<file path="src/rtl/game_pkg.sv">
// Shared constants, state encoding and helpers for the game controller.
package game_pkg;

  localparam int unsigned NUM_PLAYERS = 4;
  localparam int unsigned RUN_SECS_W  = 10;
  localparam int unsigned SCORE_W     = 16;
  localparam int unsigned PCNT_W      = 3;

  typedef enum logic [1:0] {
    ST_IDLE      = 2'd0,
    ST_COUNTDOWN = 2'd1,
    ST_RUN       = 2'd2,
    ST_OVER      = 2'd3
  } game_state_e;

  typedef logic [NUM_PLAYERS-1:0] player_mask_t;

  // Number of set bits in a player mask.
  function automatic logic [PCNT_W-1:0] popcount(input player_mask_t m);
    logic [PCNT_W-1:0] n;
    n = '0;
    for (int i = 0; i < int'(NUM_PLAYERS); i++) begin
      n = n + PCNT_W'(m[i]);
    end
    return n;
  endfunction

endpackage

</file>
<file path="src/rtl/game_if.sv">
// Game controller bus: tick/start/roster/dead stimulus and game status outputs.
// The score field exists only when GAME_CTRL_SCORE_EN is defined.
interface game_if;
  import game_pkg::*;

  logic                            tick;
  logic                            start;
  player_mask_t                    p_en;
  player_mask_t                    dead;
  player_mask_t                    play;
  logic                            enable_board;
  logic [1:0]                      state;
  player_mask_t                    winner;
  logic                            game_over;
  logic [RUN_SECS_W-1:0]           run_secs;
`ifdef GAME_CTRL_SCORE_EN
  logic [NUM_PLAYERS*SCORE_W-1:0]  score;

  modport master (
    output tick, start, p_en, dead,
    input  play, enable_board, state, winner, game_over, run_secs, score
  );
  modport slave (
    input  tick, start, p_en, dead,
    output play, enable_board, state, winner, game_over, run_secs, score
  );
`else
  modport master (
    output tick, start, p_en, dead,
    input  play, enable_board, state, winner, game_over, run_secs
  );
  modport slave (
    input  tick, start, p_en, dead,
    output play, enable_board, state, winner, game_over, run_secs
  );
`endif

endinterface

</file>
<file path="src/rtl/tick_timer.sv">
// Loadable countdown counter with zero flag, plus the tick-to-seconds prescaler.
module tick_timer #(
  parameter int unsigned CNT_W         = 8,
  parameter int unsigned TICKS_PER_SEC = 60
) (
  input  logic             clk,
  input  logic             reset,
  input  logic             load,
  input  logic [CNT_W-1:0] load_val,
  input  logic             dec,
  output logic             zero,
  input  logic             sub_clr,
  input  logic             sub_step,
  output logic             sub_wrap
);
  localparam int unsigned SUB_W = (TICKS_PER_SEC > 1) ? $clog2(TICKS_PER_SEC) : 1;
  localparam logic [SUB_W-1:0] SUB_MAX = SUB_W'(TICKS_PER_SEC - 1);

  logic [CNT_W-1:0] cnt;
  logic [SUB_W-1:0] sub;

  assign zero     = (cnt == '0);
  assign sub_wrap = sub_step && (sub == SUB_MAX);

  always_ff @(posedge clk) begin
    if (!reset) begin
      cnt <= '0;
    end else if (load) begin
      cnt <= load_val;
    end else if (dec && !zero) begin
      cnt <= cnt - CNT_W'(1);
    end
  end

  always_ff @(posedge clk) begin
    if (!reset || sub_clr) begin
      sub <= '0;
    end else if (sub_step) begin
      sub <= sub_wrap ? '0 : sub + SUB_W'(1);
    end
  end

endmodule

</file>
<file path="src/rtl/game_controller.sv">
// Game flow controller: IDLE -> COUNTDOWN -> RUN -> OVER with roster lock and winner pick.
// Define GAME_CTRL_SCORE_EN to add per-player tick scores on bus.score.
module game_controller
  import game_pkg::*;
#(
  parameter int unsigned TICKS_PER_SEC = 60,
  parameter int unsigned COUNTDOWN_SEC = 3
) (
  input  logic  clk,
  input  logic  reset,
  game_if.slave bus
);
  localparam int unsigned CD_TICKS = COUNTDOWN_SEC * TICKS_PER_SEC;
  localparam int unsigned CNT_W    = (CD_TICKS > 1) ? $clog2(CD_TICKS) : 1;
  localparam logic [CNT_W-1:0] CD_LOAD = CNT_W'(CD_TICKS - 1);

  game_state_e           state_q, state_d;
  player_mask_t          roster_q, roster_d, play_q, play_d, winner_q, winner_d;
  player_mask_t          alive;
  logic                  enable_q, enable_d, over_q, over_d;
  logic [RUN_SECS_W-1:0] secs_q, secs_d;
  logic [PCNT_W-1:0]     alive_cnt;
  logic                  multi, cd_load, cd_dec, cd_zero, sub_clr, sub_step, sub_wrap;

  assign alive     = roster_q & ~bus.dead;
  assign alive_cnt = popcount(alive);
  assign multi     = (popcount(roster_q) >= PCNT_W'(2));

  assign cd_load  = (state_q == ST_IDLE) && bus.start && (bus.p_en != '0);
  assign cd_dec   = (state_q == ST_COUNTDOWN) && bus.tick && !cd_zero;
  assign sub_clr  = (state_q == ST_COUNTDOWN) && bus.tick && cd_zero;
  assign sub_step = (state_q == ST_RUN) && bus.tick;

  tick_timer #(
    .CNT_W         (CNT_W),
    .TICKS_PER_SEC (TICKS_PER_SEC)
  ) u_tick_timer (
    .clk      (clk),
    .reset    (reset),
    .load     (cd_load),
    .load_val (CD_LOAD),
    .dec      (cd_dec),
    .zero     (cd_zero),
    .sub_clr  (sub_clr),
    .sub_step (sub_step),
    .sub_wrap (sub_wrap)
  );

  always_ff @(posedge clk) begin
    if (!reset) begin
      state_q  <= ST_IDLE;
      roster_q <= '0;
      play_q   <= '0;
      winner_q <= '0;
      enable_q <= 1'b0;
      over_q   <= 1'b0;
      secs_q   <= '0;
    end else begin
      state_q  <= state_d;
      roster_q <= roster_d;
      play_q   <= play_d;
      winner_q <= winner_d;
      enable_q <= enable_d;
      over_q   <= over_d;
      secs_q   <= secs_d;
    end
  end

  always_comb begin
    state_d  = state_q;
    roster_d = roster_q;
    play_d   = play_q;
    winner_d = winner_q;
    enable_d = enable_q;
    over_d   = over_q;
    secs_d   = secs_q;
    case (state_q)
      ST_IDLE: begin
        if (cd_load) begin
          state_d  = ST_COUNTDOWN;
          roster_d = bus.p_en;
          play_d   = bus.p_en;
        end
      end
      ST_COUNTDOWN: begin
        if (sub_clr) begin
          state_d  = ST_RUN;
          enable_d = 1'b1;
          secs_d   = '0;
        end
      end
      ST_RUN: begin
        if (sub_wrap && (secs_q != '1)) begin
          secs_d = secs_q + RUN_SECS_W'(1);
        end
        // Single-player games run until that player dies; others stop at one survivor.
        if (multi ? (alive_cnt <= PCNT_W'(1)) : (alive == '0)) begin
          state_d  = ST_OVER;
          enable_d = 1'b0;
          over_d   = 1'b1;
          winner_d = (multi && (alive_cnt == PCNT_W'(1))) ? alive : '0;
        end
      end
      ST_OVER: begin
        if (bus.start) begin
          state_d  = ST_IDLE;
          roster_d = '0;
          play_d   = '0;
          winner_d = '0;
          over_d   = 1'b0;
          secs_d   = '0;
        end
      end
      default: state_d = ST_IDLE;
    endcase
  end

  assign bus.state        = state_q;
  assign bus.play         = play_q;
  assign bus.enable_board = enable_q;
  assign bus.winner       = winner_q;
  assign bus.game_over    = over_q;
  assign bus.run_secs     = secs_q;

`ifdef GAME_CTRL_SCORE_EN
  logic [NUM_PLAYERS*SCORE_W-1:0] score_q;

  // Scores reset when a new game is armed and count RUN ticks while alive.
  always_ff @(posedge clk) begin
    if (!reset) begin
      score_q <= '0;
    end else begin
      for (int i = 0; i < int'(NUM_PLAYERS); i++) begin
        if (cd_load) begin
          score_q[i*SCORE_W +: SCORE_W] <= '0;
        end else if (sub_step && alive[i] && (score_q[i*SCORE_W +: SCORE_W] != '1)) begin
          score_q[i*SCORE_W +: SCORE_W] <= score_q[i*SCORE_W +: SCORE_W] + SCORE_W'(1);
        end
      end
    end
  end

  assign bus.score = score_q;
`endif

endmodule

</file>
<file path="src/flat_wrapper.sv">
// flat-port wrapper written by rule: the top's interface ports become plain ports
module game_controller_flat import game_pkg::*;
#(
  parameter int unsigned TICKS_PER_SEC = 60,
  parameter int unsigned COUNTDOWN_SEC = 3
)
  (clk, reset, bus_tick, bus_start, bus_p_en, bus_dead, bus_play, bus_enable_board, bus_state, bus_winner, bus_game_over, bus_run_secs);
  game_if bus_i ();
  input  logic clk;
  input  logic reset;
  input wire logic [$bits(bus_i.tick)-1:0] bus_tick;
  input wire logic [$bits(bus_i.start)-1:0] bus_start;
  input wire logic [$bits(bus_i.p_en)-1:0] bus_p_en;
  input wire logic [$bits(bus_i.dead)-1:0] bus_dead;
  output wire logic [$bits(bus_i.play)-1:0] bus_play;
  output wire logic [$bits(bus_i.enable_board)-1:0] bus_enable_board;
  output wire logic [$bits(bus_i.state)-1:0] bus_state;
  output wire logic [$bits(bus_i.winner)-1:0] bus_winner;
  output wire logic [$bits(bus_i.game_over)-1:0] bus_game_over;
  output wire logic [$bits(bus_i.run_secs)-1:0] bus_run_secs;
  assign bus_i.tick = bus_tick;
  assign bus_i.start = bus_start;
  assign bus_i.p_en = bus_p_en;
  assign bus_i.dead = bus_dead;
  assign bus_play = bus_i.play;
  assign bus_enable_board = bus_i.enable_board;
  assign bus_state = bus_i.state;
  assign bus_winner = bus_i.winner;
  assign bus_game_over = bus_i.game_over;
  assign bus_run_secs = bus_i.run_secs;
  game_controller #(.TICKS_PER_SEC(TICKS_PER_SEC), .COUNTDOWN_SEC(COUNTDOWN_SEC)) u_core (.clk(clk), .reset(reset), .bus(bus_i));
endmodule
</file>
<file path="config.mk">
export PLATFORM = sky130hd
export DESIGN_NAME = game_controller_flat
export DESIGN_NICKNAME = d
export VERILOG_FILES = /design/src/rtl/game_pkg.sv /design/src/rtl/game_if.sv /design/src/rtl/tick_timer.sv /design/src/rtl/game_controller.sv /design/src/flat_wrapper.sv
export SDC_FILE = /design/constraint.sdc
export NUM_CORES = 1
export LEC_CHECK = 0
export BUFFER_PORTS_ARGS = -buffer_cell sky130_fd_sc_hd__buf_2
export CORE_MARGIN = 2
export CORE_UTILIZATION = 35
export CTS_CLUSTER_SIZE = 20
export DETAILED_ROUTE_END_ITERATION = 8
export HOLD_SLACK_MARGIN = 0.02
export PLACE_DENSITY = 0.61
export REMOVE_ABC_BUFFERS = 1
export SYNTH_ARGS = -nofsm -noshare
export SYNTH_HDL_FRONTEND = slang
export SYNTH_SLANG_ARGS = --single-unit
</file>
<file path="constraint.sdc">
create_clock -name clk -period 2.9 [get_ports clk]
set_input_delay 0.58 -clock clk [delete_from_list [all_inputs] [get_ports clk]]
set_output_delay 0.58 -clock clk [all_outputs]
set_load 0.03 [all_outputs]
</file>
==> metrics.txt, run 1 <==
# TYPE chip_impl_metric gauge
chip_impl_metric{name="worst_r2r_path_depth",unit=""} 8
chip_impl_metric{name="port_buffers",unit=""} 33
chip_impl_metric{name="avgViaCountPerCell",unit=""} 5.20
chip_impl_metric{name="diodes",unit=""} 0
chip_impl_metric{name="design_power_total",unit="mW"} 1.74
chip_impl_metric{name="report.final.slew_viol_count",unit=""} 0
chip_impl_metric{name="synthesis.area",unit="sq mm"} 0.00200
chip_impl_metric{name="layout.nets",unit=""} 293
chip_impl_metric{name="clockBufferDepth",unit=""} 2
chip_impl_metric{name="grt_first_pass_wirelength",unit="mm"} 7.95
chip_impl_metric{name="grt_antenna_before_repair",unit=""} 0
chip_impl_metric{name="dr_total_vias",unit=""} 1762
chip_impl_info{name="setup_repair_after_global_routing_missed_its_margin",value="no"} 1
chip_impl_metric{name="design.portCount",unit=""} 34
chip_impl_info{name="end_kind",value="register"} 1
chip_impl_metric{name="synthesis.yosys.warnings",unit=""} 0
chip_impl_metric{name="setup_tns",unit="ns"} 0
chip_impl_metric{name="r2r_setup_slack",unit="ns"} 0.48
chip_impl_metric{name="internal_power",unit="mW"} 1.04
chip_impl_metric{name="whs_path_depth",unit=""} 1
chip_impl_info{name="timing.hold.worst.start",value="u_core.bus.winner[3]$_SDFFE_PN0P_"} 1
chip_impl_metric{name="clock-sinks",unit=""} 36
chip_impl_metric{name="layout_cells_sized_above_1",unit=""} 0.187
chip_impl_metric{name="static_leak",unit="nW"} 0.990
chip_impl_metric{name="initial_utilization",unit=""} 0.362
chip_impl_metric{name="grt_overflow_total",unit=""} 0
chip_impl_metric{name="horizontal_die_dimension",unit="um"} 79.5
chip_impl_metric{name="core_area",unit="sq mm"} 0.00551
chip_impl_metric{name="synth_cell_type_count",unit=""} 45
chip_impl_metric{name="timing_worst_slew_pin_value",unit="ns"} 0.646
chip_impl_info{name="ctsRootBufferMaster",value="clkbuf_8"} 1
chip_impl_metric{name="report.final.hold_viol_count",unit=""} 0
chip_impl_metric{name="post_layout_utilization_of_the_core",unit=""} 0.427
chip_impl_metric{name="pre_cts_ws",unit="ns"} 0.201
chip_impl_metric{name="drt_first_pass_iters",unit=""} 4
chip_impl_metric{name="layout.cells.non_filler",unit=""} 339
chip_impl_metric{name="gpl_congestion",unit=""} 0.800
chip_impl_metric{name="switch_share",unit=""} 0.405
chip_impl_metric{name="die_y",unit="um"} 79.5
chip_impl_metric{name="detailedPlacementHpwl",unit="mm"} 3.27
chip_impl_metric{name="total_placed_cells_including_tap_cells",unit=""} 331
chip_impl_info{name="worstReg2RegEnd",value="u_core.bus.state[1]$_SDFFE_PN0P_"} 1
chip_impl_metric{name="power.clock.fraction",unit=""} 0.215
chip_impl_metric{name="wl_per_cell",unit="um"} 12.8
chip_impl_metric{name="global_route.usage.total",unit=""} 0.157
chip_impl_info{name="synth_top_flop_cell",value="dfxtp_1"} 1
chip_impl_metric{name="yosysSeqAreaShare",unit=""} 0.361
chip_impl_metric{name="core.rowCount",unit=""} 27
chip_impl_metric{name="max_freq",unit="GHz"} 0.413
chip_impl_metric{name="drt.antenna.violating_nets",unit=""} 0
chip_impl_info{name="hold_class",value="register to register"} 1
chip_impl_metric{name="postSynth.asyncResetShare",unit=""} 0
chip_impl_metric{name="power.switching",unit="uW"} 706
chip_impl_info{name="run_status",value="finished clean"} 1
chip_impl_info{name="mostFrequentLayoutCell",value="dfxtp_1"} 1
chip_impl_metric{name="combPwrFrac",unit=""} 0.422
chip_impl_metric{name="worst_case_vdd_ir_drop",unit="uV"} 352
chip_impl_metric{name="critical_path_peak_fanout",unit=""} 5
chip_impl_metric{name="drt_first_iter_violations",unit=""} 54
chip_impl_metric{name="share_seq_of_total_power",unit=""} 0.364
chip_impl_metric{name="cell_area_placed",unit="sq mm"} 0.00226
chip_impl_info{name="hold_ep",value="u_core.bus.winner[3]$_SDFFE_PN0P_"} 1
chip_impl_info{name="cp_startpoint_kind",value="register"} 1
chip_impl_metric{name="finalWorstSetupSlack",unit="ns"} 0.481
chip_impl_metric{name="detail_route.wirelength",unit="mm"} 4.33
chip_impl_metric{name="number_of_global_route_vias_before_repair",unit=""} 1776
chip_impl_metric{name="cp_data_arrival_time",unit="ns"} 2.64
chip_impl_metric{name="final_area",unit="sq mm"} 0.00235
chip_impl_info{name="mostFrequentLayoutCells",value="36 x dfxtp_1, 33 x buf_2, 23 x nand2_1, 21 x nor2_1"} 1
chip_impl_metric{name="skew",unit="ns"} 0.00663
chip_impl_metric{name="die_area",unit="sq mm"} 0.00632
chip_impl_metric{name="slew_headroom",unit=""} 0.569
chip_impl_metric{name="max_cap_viol_count",unit=""} 0
chip_impl_metric{name="power_per_cell_area",unit="mW/mm^2"} 741
chip_impl_metric{name="hold_buffers",unit=""} 0
chip_impl_metric{name="critPathRequiredTime",unit="ns"} 3.12
chip_impl_metric{name="cts_made_buffers",unit=""} 5
chip_impl_metric{name="synth.ff_latch_count",unit=""} 36
chip_impl_metric{name="syn_area_per_cell",unit="sq um"} 8.79
chip_impl_metric{name="synth-edff-count",unit=""} 0
chip_impl_metric{name="post_synth_inst_count",unit=""} 227
chip_impl_metric{name="timing.final.crit_period",unit="ns"} 2.42
chip_impl_metric{name="ctsHtreeMaxLevel",unit=""} 2
chip_impl_metric{name="synthToLayoutAreaGrowth",unit="%"} 17.8
chip_impl_metric{name="cts_setup_buffers",unit=""} 0
chip_impl_metric{name="clk_transition_reported_paths",unit="ns"} 0.07
chip_impl_metric{name="clock_latency",unit="ns"} 0.29
chip_impl_info{name="reg2reg_from",value="u_core.roster_q[0]$_SDFFE_PN0P_"} 1
chip_impl_metric{name="grt_start_max_net_pins",unit=""} 17
chip_impl_info{name="timing.setup.critical_path_class",value="register to register"} 1
chip_impl_metric{name="setup_viol_count_final",unit=""} 0
chip_impl_metric{name="post-route-drc-count",unit=""} 0
chip_impl_metric{name="hold_ws",unit="ns"} 0.463
chip_impl_info{name="tritoncts",value="yes"} 1
chip_impl_metric{name="min_period_over_period",unit=""} 0.834
chip_impl_metric{name="cts_resized",unit=""} 0
metal layers:
layer	up-vias	track usage	wire length [um]
met1	826	0.195	2070
met5	-	0	0
li1	900	-	-
met2	30	0.261	2010
met3	6	0.0328	161
met4	0	0.0707	85
synth_stat cells, drive strengths merged, types with 5 or more instances:
cell | number | area share
xor2 | 7 | 0.031
dfxtp | 36 | 0.36
nor2 | 21 | 0.040
ha | 14 | 0.088
nor3 | 10 | 0.028
nand3 | 11 | 0.028
o21a | 5 | 0.019
nand2b | 7 | 0.022
a21oi | 11 | 0.028
nand2 | 23 | 0.043
inv | 14 | 0.026
a311oi | 5 | 0.022
worst max-delay path: stages (launching register included):
cell      delay, ns
dfxtp_1        0.40
nor2b_1        0.21
ha_1           0.27
fa_1           0.39
inv_1          0.08
ha_1           0.16
a221oi_1       0.16
nor4b_1        0.44
mux2i_1        0.24
logic make-up (layout without fill, tap and decap cells):
group | count (synthesis) | in the layout | synth area share
buffers and inverters | 18 | 58 | 0.0339
XOR/XNOR | 10 | 10 | 0.0439
AND/OR/NAND/NOR | 96 | 96 | 0.258
AO/OA/AOI/OAI | 51 | 51 | 0.201
flip-flops | 36 | 36 | 0.361
adder cells (fa/ha/maj) | 15 | 15 | 0.0978
multiplexers | 1 | 1 | 0.00502
layout make-up:
cell class              count  area, sq um
fillers                   575         3160
inverters                  14         52.6
multi-input cells         173         1210
clock inverters             2         10.0
flip-flops and latches     36          721
well taps                  72         90.1
repair buffers             36          188
clock buffers               6         82.6
power by group through the flow:
stage | Sequential (mW) | Combinational [mW] | Clock (mW)
after CTS | 0.633 | 0.740 | 0.383
after global routing | 0.648 | 0.823 | 0.401
final | 0.634 | 0.734 | 0.374
after global placement | 0.645 | 0.727 | 0
after detailed placement | 0.644 | 0.736 | 0
after floorplan | 0.693 | 0.505 | 0
flip-flops by register name (all words and copies together) (netlist names):
register	flops
u_core.bus.enable_board	1
u_core.bus.game_over	1
u_core.bus.run_secs	10
u_core.bus.state	2
u_core.bus.winner	4
u_core.roster_q	4
u_core.u_tick_timer.cnt	8
u_core.u_tick_timer.sub	6
how the worst max path moves through the flow:
stage	from	endpoint	cells past startpoint
finish	u_core.roster_q[0]$_SDFFE_PN0P_	u_core.bus.state[1]$_SDFFE_PN0P_	8
global route	u_core.roster_q[0]$_SDFFE_PN0P_	u_core.bus.state[1]$_SDFFE_PN0P_	8
floorplan	bus_dead[1]	u_core.bus.state[1]$_SDFFE_PN0P_	9
global placement	bus_dead[1]	u_core.bus.state[1]$_SDFFE_PN0P_	10
CTS	u_core.roster_q[0]$_SDFFE_PN0P_	u_core.bus.state[1]$_SDFFE_PN0P_	8
detailed placement	bus_dead[1]	u_core.bus.state[1]$_SDFFE_PN0P_	10
(Power assumes the default switching activity.)
==> inputs of run 2 (changes only) <==
clock period = 2.3 ns   (was 2.9 ns; I/O delays follow)
==> metrics.txt, run 2 (same netlist as run 1, synthesis figures left out) <==
# TYPE chip_impl_metric gauge
chip_impl_metric{name="initial_utilization",unit=""} 0.362
chip_impl_metric{name="skew",unit="ns"} 0.00860
chip_impl_metric{name="setup_viol_count_final",unit=""} 0
chip_impl_info{name="timing.hold.worst.start",value="bus_p_en[1]"} 1
chip_impl_metric{name="cts_setup_buffers",unit=""} 0
chip_impl_info{name="ctsRootBufferMaster",value="clkbuf_8"} 1
chip_impl_metric{name="drt_first_pass_iters",unit=""} 4
chip_impl_info{name="mostFrequentLayoutCell",value="dfxtp_1"} 1
chip_impl_metric{name="gpl_congestion",unit=""} 0.824
chip_impl_metric{name="die_y",unit="um"} 79.5
chip_impl_metric{name="core.rowCount",unit=""} 27
chip_impl_metric{name="layout.nets",unit=""} 301
chip_impl_metric{name="post_layout_utilization_of_the_core",unit=""} 0.445
chip_impl_metric{name="cp_data_arrival_time",unit="ns"} 2.37
chip_impl_metric{name="cts_made_buffers",unit=""} 5
chip_impl_metric{name="horizontal_die_dimension",unit="um"} 79.5
chip_impl_metric{name="grt_overflow_total",unit=""} 0
chip_impl_info{name="hold_ep",value="u_core.roster_q[1]$_SDFFE_PN0P_"} 1
chip_impl_metric{name="number_of_global_route_vias_before_repair",unit=""} 1678
chip_impl_metric{name="grt_antenna_before_repair",unit=""} 0
chip_impl_metric{name="min_period_over_period",unit=""} 0.947
chip_impl_metric{name="detailedPlacementHpwl",unit="mm"} 3.31
chip_impl_info{name="reg2reg_from",value="u_core.roster_q[0]$_SDFFE_PN0P_"} 1
chip_impl_metric{name="drt.antenna.violating_nets",unit=""} 0
chip_impl_metric{name="worst_r2r_path_depth",unit=""} 8
chip_impl_metric{name="grt_first_pass_wirelength",unit="mm"} 7.67
chip_impl_metric{name="detail_route.wirelength",unit="mm"} 4.39
chip_impl_info{name="run_status",value="finished clean"} 1
chip_impl_info{name="hold_class",value="primary input to register"} 1
chip_impl_metric{name="dr_total_vias",unit=""} 1756
chip_impl_info{name="tritoncts",value="yes"} 1
chip_impl_metric{name="power_per_cell_area",unit="mW/mm^2"} 931
chip_impl_metric{name="avgViaCountPerCell",unit=""} 5.06
chip_impl_metric{name="setup_tns",unit="ns"} 0
chip_impl_info{name="timing.setup.critical_path_class",value="register to register"} 1
chip_impl_metric{name="die_area",unit="sq mm"} 0.00632
chip_impl_metric{name="layout_cells_sized_above_1",unit=""} 0.247
chip_impl_metric{name="diodes",unit=""} 0
chip_impl_metric{name="clockBufferDepth",unit=""} 2
chip_impl_metric{name="largest_register_ffs",unit=""} 10
chip_impl_metric{name="total_placed_cells_including_tap_cells",unit=""} 339
chip_impl_metric{name="critical_path_peak_fanout",unit=""} 4
chip_impl_metric{name="max_cap_viol_count",unit=""} 0
chip_impl_metric{name="grt_start_max_net_pins",unit=""} 17
chip_impl_info{name="worstReg2RegEnd",value="u_core.bus.enable_board$_SDFFE_PN0P_"} 1
chip_impl_metric{name="timing.final.crit_period",unit="ns"} 2.18
chip_impl_metric{name="slew_headroom",unit=""} 0.671
chip_impl_metric{name="ctsHtreeMaxLevel",unit=""} 2
chip_impl_metric{name="max_freq",unit="GHz"} 0.459
chip_impl_metric{name="report.final.hold_viol_count",unit=""} 0
chip_impl_metric{name="layout.cells.non_filler",unit=""} 347
chip_impl_metric{name="clk_transition_reported_paths",unit="ns"} 0.08
chip_impl_metric{name="clock_latency",unit="ns"} 0.29
chip_impl_metric{name="r2r_setup_slack",unit="ns"} 0.12
chip_impl_metric{name="critPathRequiredTime",unit="ns"} 2.49
chip_impl_metric{name="design.portCount",unit=""} 34
chip_impl_metric{name="global_route.usage.total",unit=""} 0.153
chip_impl_metric{name="nFillCells",unit=""} 549
chip_impl_metric{name="post-route-drc-count",unit=""} 0
chip_impl_info{name="cp_startpoint_kind",value="register"} 1
chip_impl_metric{name="wl_per_cell",unit="um"} 12.7
chip_impl_metric{name="report.final.slew_viol_count",unit=""} 0
chip_impl_info{name="mostFrequentLayoutCells",value="34 x dfxtp_1, 33 x buf_2, 23 x nand2_1, 21 x nor2_1"} 1
chip_impl_metric{name="drt_first_iter_violations",unit=""} 70
chip_impl_metric{name="core_area",unit="sq mm"} 0.00551
chip_impl_metric{name="timing_worst_slew_pin_value",unit="ns"} 0.493
chip_impl_metric{name="clock-sinks",unit=""} 36
chip_impl_metric{name="worst_case_vdd_ir_drop",unit="uV"} 422
chip_impl_metric{name="port_buffers",unit=""} 33
chip_impl_metric{name="hold_buffers",unit=""} 0
chip_impl_metric{name="whs_path_depth",unit=""} 3
chip_impl_info{name="end_kind",value="register"} 1
chip_impl_metric{name="synthToLayoutAreaGrowth",unit="%"} 22.7
chip_impl_metric{name="static_leak",unit="nW"} 1.04
[run 2: cell types whose count changed in the layout (fill, tap and decap cells not counted), moves of 2 or more]
cell / before / now
buf_4: 3 / 11
dfxtp_1: 36 / 34
dfxtp_2: 0 / 2
nor3_1: 9 / 7
nor3_2: 1 / 3
o2bb2ai_1: 4 / 2
o2bb2ai_2: 0 / 2
[run 2: final cells by class]
type / instances / area [sq um] / share of cell area
multi-input combinational: 173 / 1240 / 0.507
sequential: 36 / 723 / 0.295
timing repair buffer: 44 / 248 / 0.101
inverter: 14 / 52.6 / 0.0215
tap: 72 / 90.1 / 0.0368
clock inverter: 2 / 10.0 / 0.00409
clock buffer: 6 / 82.6 / 0.0337
[run 2: layer usage]
layer | track usage | up-vias | wire length (um)
li1 | - | 914 | -
met1 | 0.200 | 808 | 2120
met2 | 0.245 | 28 | 2060
met3 | 0.0317 | 6 | 135
met4 | 0.0603 | 0 | 74
met5 | 0 | - | 0
[run 2: through the flow]
step | setup WS [ns] | power, mW | cell area (sq um) | hold slack [ns]
detailed placement | -0.114 | 1.80 | 2320 | 0.446
CTS | 0.0515 | 2.28 | 2410 | 0.410
global placement | -0.0399 | 1.80 | 2320 | 0.439
floorplan | -0.0597 | 1.51 | 1980 | 0.449
finish | 0.121 | 2.28 | 2450 | 0.420
global route | -0.0188 | 2.46 | 2450 | 0.441
[run 2: worst max path at each step]
stage | from | endpoint | slack (ns) | cells past startpoint
3_5_place_dp | bus_dead[1] | u_core.bus.enable_board$_SDFFE_PN0P_ | -0.11 | 11
4_1_cts | u_core.roster_q[1]$_SDFFE_PN0P_ | u_core.bus.winner[0]$_SDFFE_PN0P_ | 0.05 | 7
6_report | u_core.roster_q[0]$_SDFFE_PN0P_ | u_core.bus.enable_board$_SDFFE_PN0P_ | 0.12 | 8
5_1_grt | u_core.roster_q[1]$_SDFFE_PN0P_ | u_core.bus.winner[1]$_SDFFE_PN0P_ | -0.02 | 9
2_1_floorplan | u_core.roster_q[0]$_SDFFE_PN0P_ | u_core.bus.state[1]$_SDFFE_PN0P_ | -0.06 | 8
3_3_place_gp | bus_dead[1] | u_core.bus.enable_board$_SDFFE_PN0P_ | -0.04 | 11
[run 2: what timing repair did]
action	4_1_cts	5_1_grt
endpoints found under the setup margin	0	8
endpoints found under the hold margin	0	0
resized for setup	0	10
[run 2: critical path: stages (launching register included)]
cell and delay (ns):
dfxtp_2 0.34, ha_1 0.29, ha_1 0.27, a211o_1 0.36, nor3_2 0.17, a221oi_2 0.10
buf_4 0.16, o31a_1 0.23, o21a_1 0.16
[run 2: power by group]
part	internal, mW	switching, mW
Sequential	0.706	0.0987
Combinational	0.425	0.579
Clock	0.239	0.233
Total	1.37	0.911
==> inputs of run 3 (changes only) <==
CELL_PAD_IN_SITES_DETAIL_PLACEMENT = 2   (was not set)
CELL_PAD_IN_SITES_GLOBAL_PLACEMENT = 2   (was not set)
CORE_UTILIZATION = 33   (was 35)
PLACE_DENSITY = 0.85   (was 0.61)
clock period = 2.01 ns   (was 2.3 ns; I/O delays follow)
==> metrics.txt, run 3 (same netlist as run 1, synthesis figures left out) <==
# TYPE chip_impl_metric gauge
chip_impl_metric{name="static_leak",unit="nW"} 1.27
chip_impl_info{name="hold_class",value="primary input to register"} 1
chip_impl_metric{name="clock-sinks",unit=""} 36
chip_impl_metric{name="layout.cells.non_filler",unit=""} 390
chip_impl_metric{name="setup_viol_count_final",unit=""} 11
chip_impl_info{name="timing.setup.critical_path_class",value="register to register"} 1
chip_impl_metric{name="slew_headroom",unit=""} 0.730
chip_impl_metric{name="worst_case_vdd_ir_drop",unit="uV"} 688
chip_impl_metric{name="clockBufferDepth",unit=""} 2
chip_impl_info{name="end_kind",value="register"} 1
chip_impl_metric{name="clk_transition_reported_paths",unit="ns"} 0.09
chip_impl_metric{name="total_placed_cells_including_tap_cells",unit=""} 370
chip_impl_metric{name="final_area",unit="sq mm"} 0.00294
chip_impl_metric{name="report.final.slew_viol_count",unit=""} 0
chip_impl_metric{name="design.portCount",unit=""} 34
chip_impl_info{name="mostFrequentLayoutCells",value="50 x buf_4, 33 x buf_2, 30 x dfxtp_1, 23 x nand2_1, 21 x nor2_1"} 1
chip_impl_metric{name="finalWorstSetupSlack",unit="ns"} -0.341
chip_impl_metric{name="drt_first_pass_iters",unit=""} 4
chip_impl_metric{name="number_of_global_route_vias_before_repair",unit=""} 2423
chip_impl_metric{name="clock_latency",unit="ns"} 0.31
chip_impl_metric{name="critical_path_peak_fanout",unit=""} 4
chip_impl_metric{name="critPathRequiredTime",unit="ns"} 2.24
chip_impl_metric{name="hold_buffers",unit=""} 0
chip_impl_metric{name="detailedPlacementHpwl",unit="mm"} 5.25
chip_impl_metric{name="grt_overflow_total",unit=""} 0
chip_impl_metric{name="die_area",unit="sq mm"} 0.00669
chip_impl_metric{name="largest_register_ffs",unit=""} 10
chip_impl_metric{name="horizontal_die_dimension",unit="um"} 81.8
chip_impl_metric{name="post-route-drc-count",unit=""} 0
chip_impl_metric{name="drt_first_iter_violations",unit=""} 125
chip_impl_metric{name="cp_data_arrival_time",unit="ns"} 2.58
chip_impl_info{name="mostFrequentLayoutCell",value="buf_4"} 1
chip_impl_metric{name="grt_antenna_before_repair",unit=""} 0
chip_impl_metric{name="diodes",unit=""} 0
chip_impl_metric{name="report.final.hold_viol_count",unit=""} 0
chip_impl_metric{name="initial_utilization",unit=""} 0.339
chip_impl_metric{name="timing_worst_slew_pin_value",unit="ns"} 0.399
chip_impl_metric{name="max_cap_viol_count",unit=""} 0
chip_impl_info{name="ctsRootBufferMaster",value="clkbuf_8"} 1
chip_impl_metric{name="layout.nets",unit=""} 342
chip_impl_info{name="run_status",value="finished with violations"} 1
chip_impl_metric{name="die_y",unit="um"} 81.8
chip_impl_metric{name="nFillCells",unit=""} 617
chip_impl_metric{name="avgViaCountPerCell",unit=""} 5.75
chip_impl_info{name="failing_checks",value="negative setup slack"} 1
chip_impl_metric{name="gpl_congestion",unit=""} 0.760
chip_impl_metric{name="grt_start_max_net_pins",unit=""} 15
chip_impl_metric{name="cell_area_placed",unit="sq mm"} 0.00253
chip_impl_metric{name="core_area",unit="sq mm"} 0.00589
chip_impl_metric{name="synthToLayoutAreaGrowth",unit="%"} 47.5
chip_impl_metric{name="power_per_cell_area",unit="mW/mm^2"} 1180
chip_impl_metric{name="timing.final.crit_period",unit="ns"} 2.35
chip_impl_metric{name="global_route.usage.total",unit=""} 0.276
chip_impl_metric{name="detail_route.wirelength",unit="mm"} 10.7
chip_impl_metric{name="core.rowCount",unit=""} 28
chip_impl_metric{name="pre_cts_ws",unit="ns"} -0.447
chip_impl_info{name="setup_repair_after_global_routing_missed_its_margin",value="yes"} 1
chip_impl_metric{name="grt_first_pass_wirelength",unit="mm"} 13.5
chip_impl_metric{name="ctsHtreeMaxLevel",unit=""} 2
chip_impl_metric{name="drt.antenna.violating_nets",unit=""} 0
chip_impl_metric{name="wl_per_cell",unit="um"} 27.3
chip_impl_metric{name="layout_cells_sized_above_1",unit=""} 0.419
chip_impl_info{name="cp_startpoint_kind",value="register"} 1
chip_impl_metric{name="skew",unit="ns"} 0.0138
chip_impl_metric{name="min_period_over_period",unit=""} 1.17
chip_impl_metric{name="cts_made_buffers",unit=""} 5
chip_impl_metric{name="port_buffers",unit=""} 33
chip_impl_metric{name="max_freq",unit="GHz"} 0.425
chip_impl_info{name="tritoncts",value="yes"} 1
chip_impl_metric{name="setup_tns",unit="ns"} -1.90
chip_impl_metric{name="dr_total_vias",unit=""} 2241
chip_impl_metric{name="design_power_total",unit="mW"} 3.48
-- run 3: changes by cell type in the layout (fill, tap and decap cells not counted), moves of 3 or more --
cell,previous run,this run
inv_1,14,11
ha_1,14,6
ha_4,0,6
dfxtp_1,34,30
buf_4,11,50
inv_2,0,3
-- run 3: per-layer routing --
| layer | global-route usage | wire (um) |
|---|---|---|
| met2 | 0.503 | 5640 |
| met3 | 0.0451 | 342 |
| met5 | 0 | 0 |
| met4 | 0.115 | 458 |
| met1 | 0.316 | 4210 |
-- run 3: what timing repair did --
item | CTS | global route
setup buffers | 4 | 9
setup endpoints to repair | 18 | 20
pin swaps | 8 | 13
hold endpoints to repair | 0 | 0
gates resized for setup | 27 | 19
gates cloned | 0 | 0
-- run 3: worst max-delay path: stages (launching register included) --
cell and delay (ns):
dfxtp_4 0.39, nor2b_4 0.19, ha_4 0.22, fa_2 0.37
inv_2 0.08, ha_4 0.14, nand2_1 0.10, nor3_2 0.22
nand4_1 0.27, o2bb2ai_1 0.28
-- run 3: through the flow --
step | hold WS, ns | utilization
after CTS | 0.384 | 0.475
after global placement | 0.444 | 0.430
final | 0.404 | 0.500
after floorplan | 0.449 | -
after global routing | 0.424 | 0.500
after detailed placement | 0.451 | 0.430
-- run 3: final cells by class --
class | instances | area, sq um | share of cell area
clock buffer | 7 | 96.3 | 0.0327
inverter | 14 | 52.6 | 0.0179
multi-input combinational | 173 | 1400 | 0.477
sequential | 36 | 733 | 0.249
tap | 75 | 93.8 | 0.0319
timing repair buffer | 85 | 563 | 0.191
-- run 3: final timing paths --
kind | startpoint | endpoint | slack [ns] | depth (start not counted)
hold / removal | bus_p_en[0] | u_core.roster_q[0]$_SDFFE_PN0P_ | 0.40 | 3
hold reg to reg | u_core.bus.winner[1]$_SDFFE_PN0P_ | u_core.bus.winner[1]$_SDFFE_PN0P_ | 0.51 | 1
setup reg to reg | u_core.roster_q[0]$_SDFFE_PN0P_ | u_core.bus.winner[2]$_SDFFE_PN0P_ | -0.34 | 9
setup / recovery | u_core.roster_q[0]$_SDFFE_PN0P_ | u_core.bus.winner[2]$_SDFFE_PN0P_ | -0.34 | 9
-- run 3: power by group --
| part | switching (mW) | internal [mW] | total, mW |
|---|---|---|---|
| Clock | 0.309 | 0.306 | 0.615 |
| Combinational | 1.14 | 0.798 | 1.94 |
| Sequential | 0.114 | 0.812 | 0.925 |
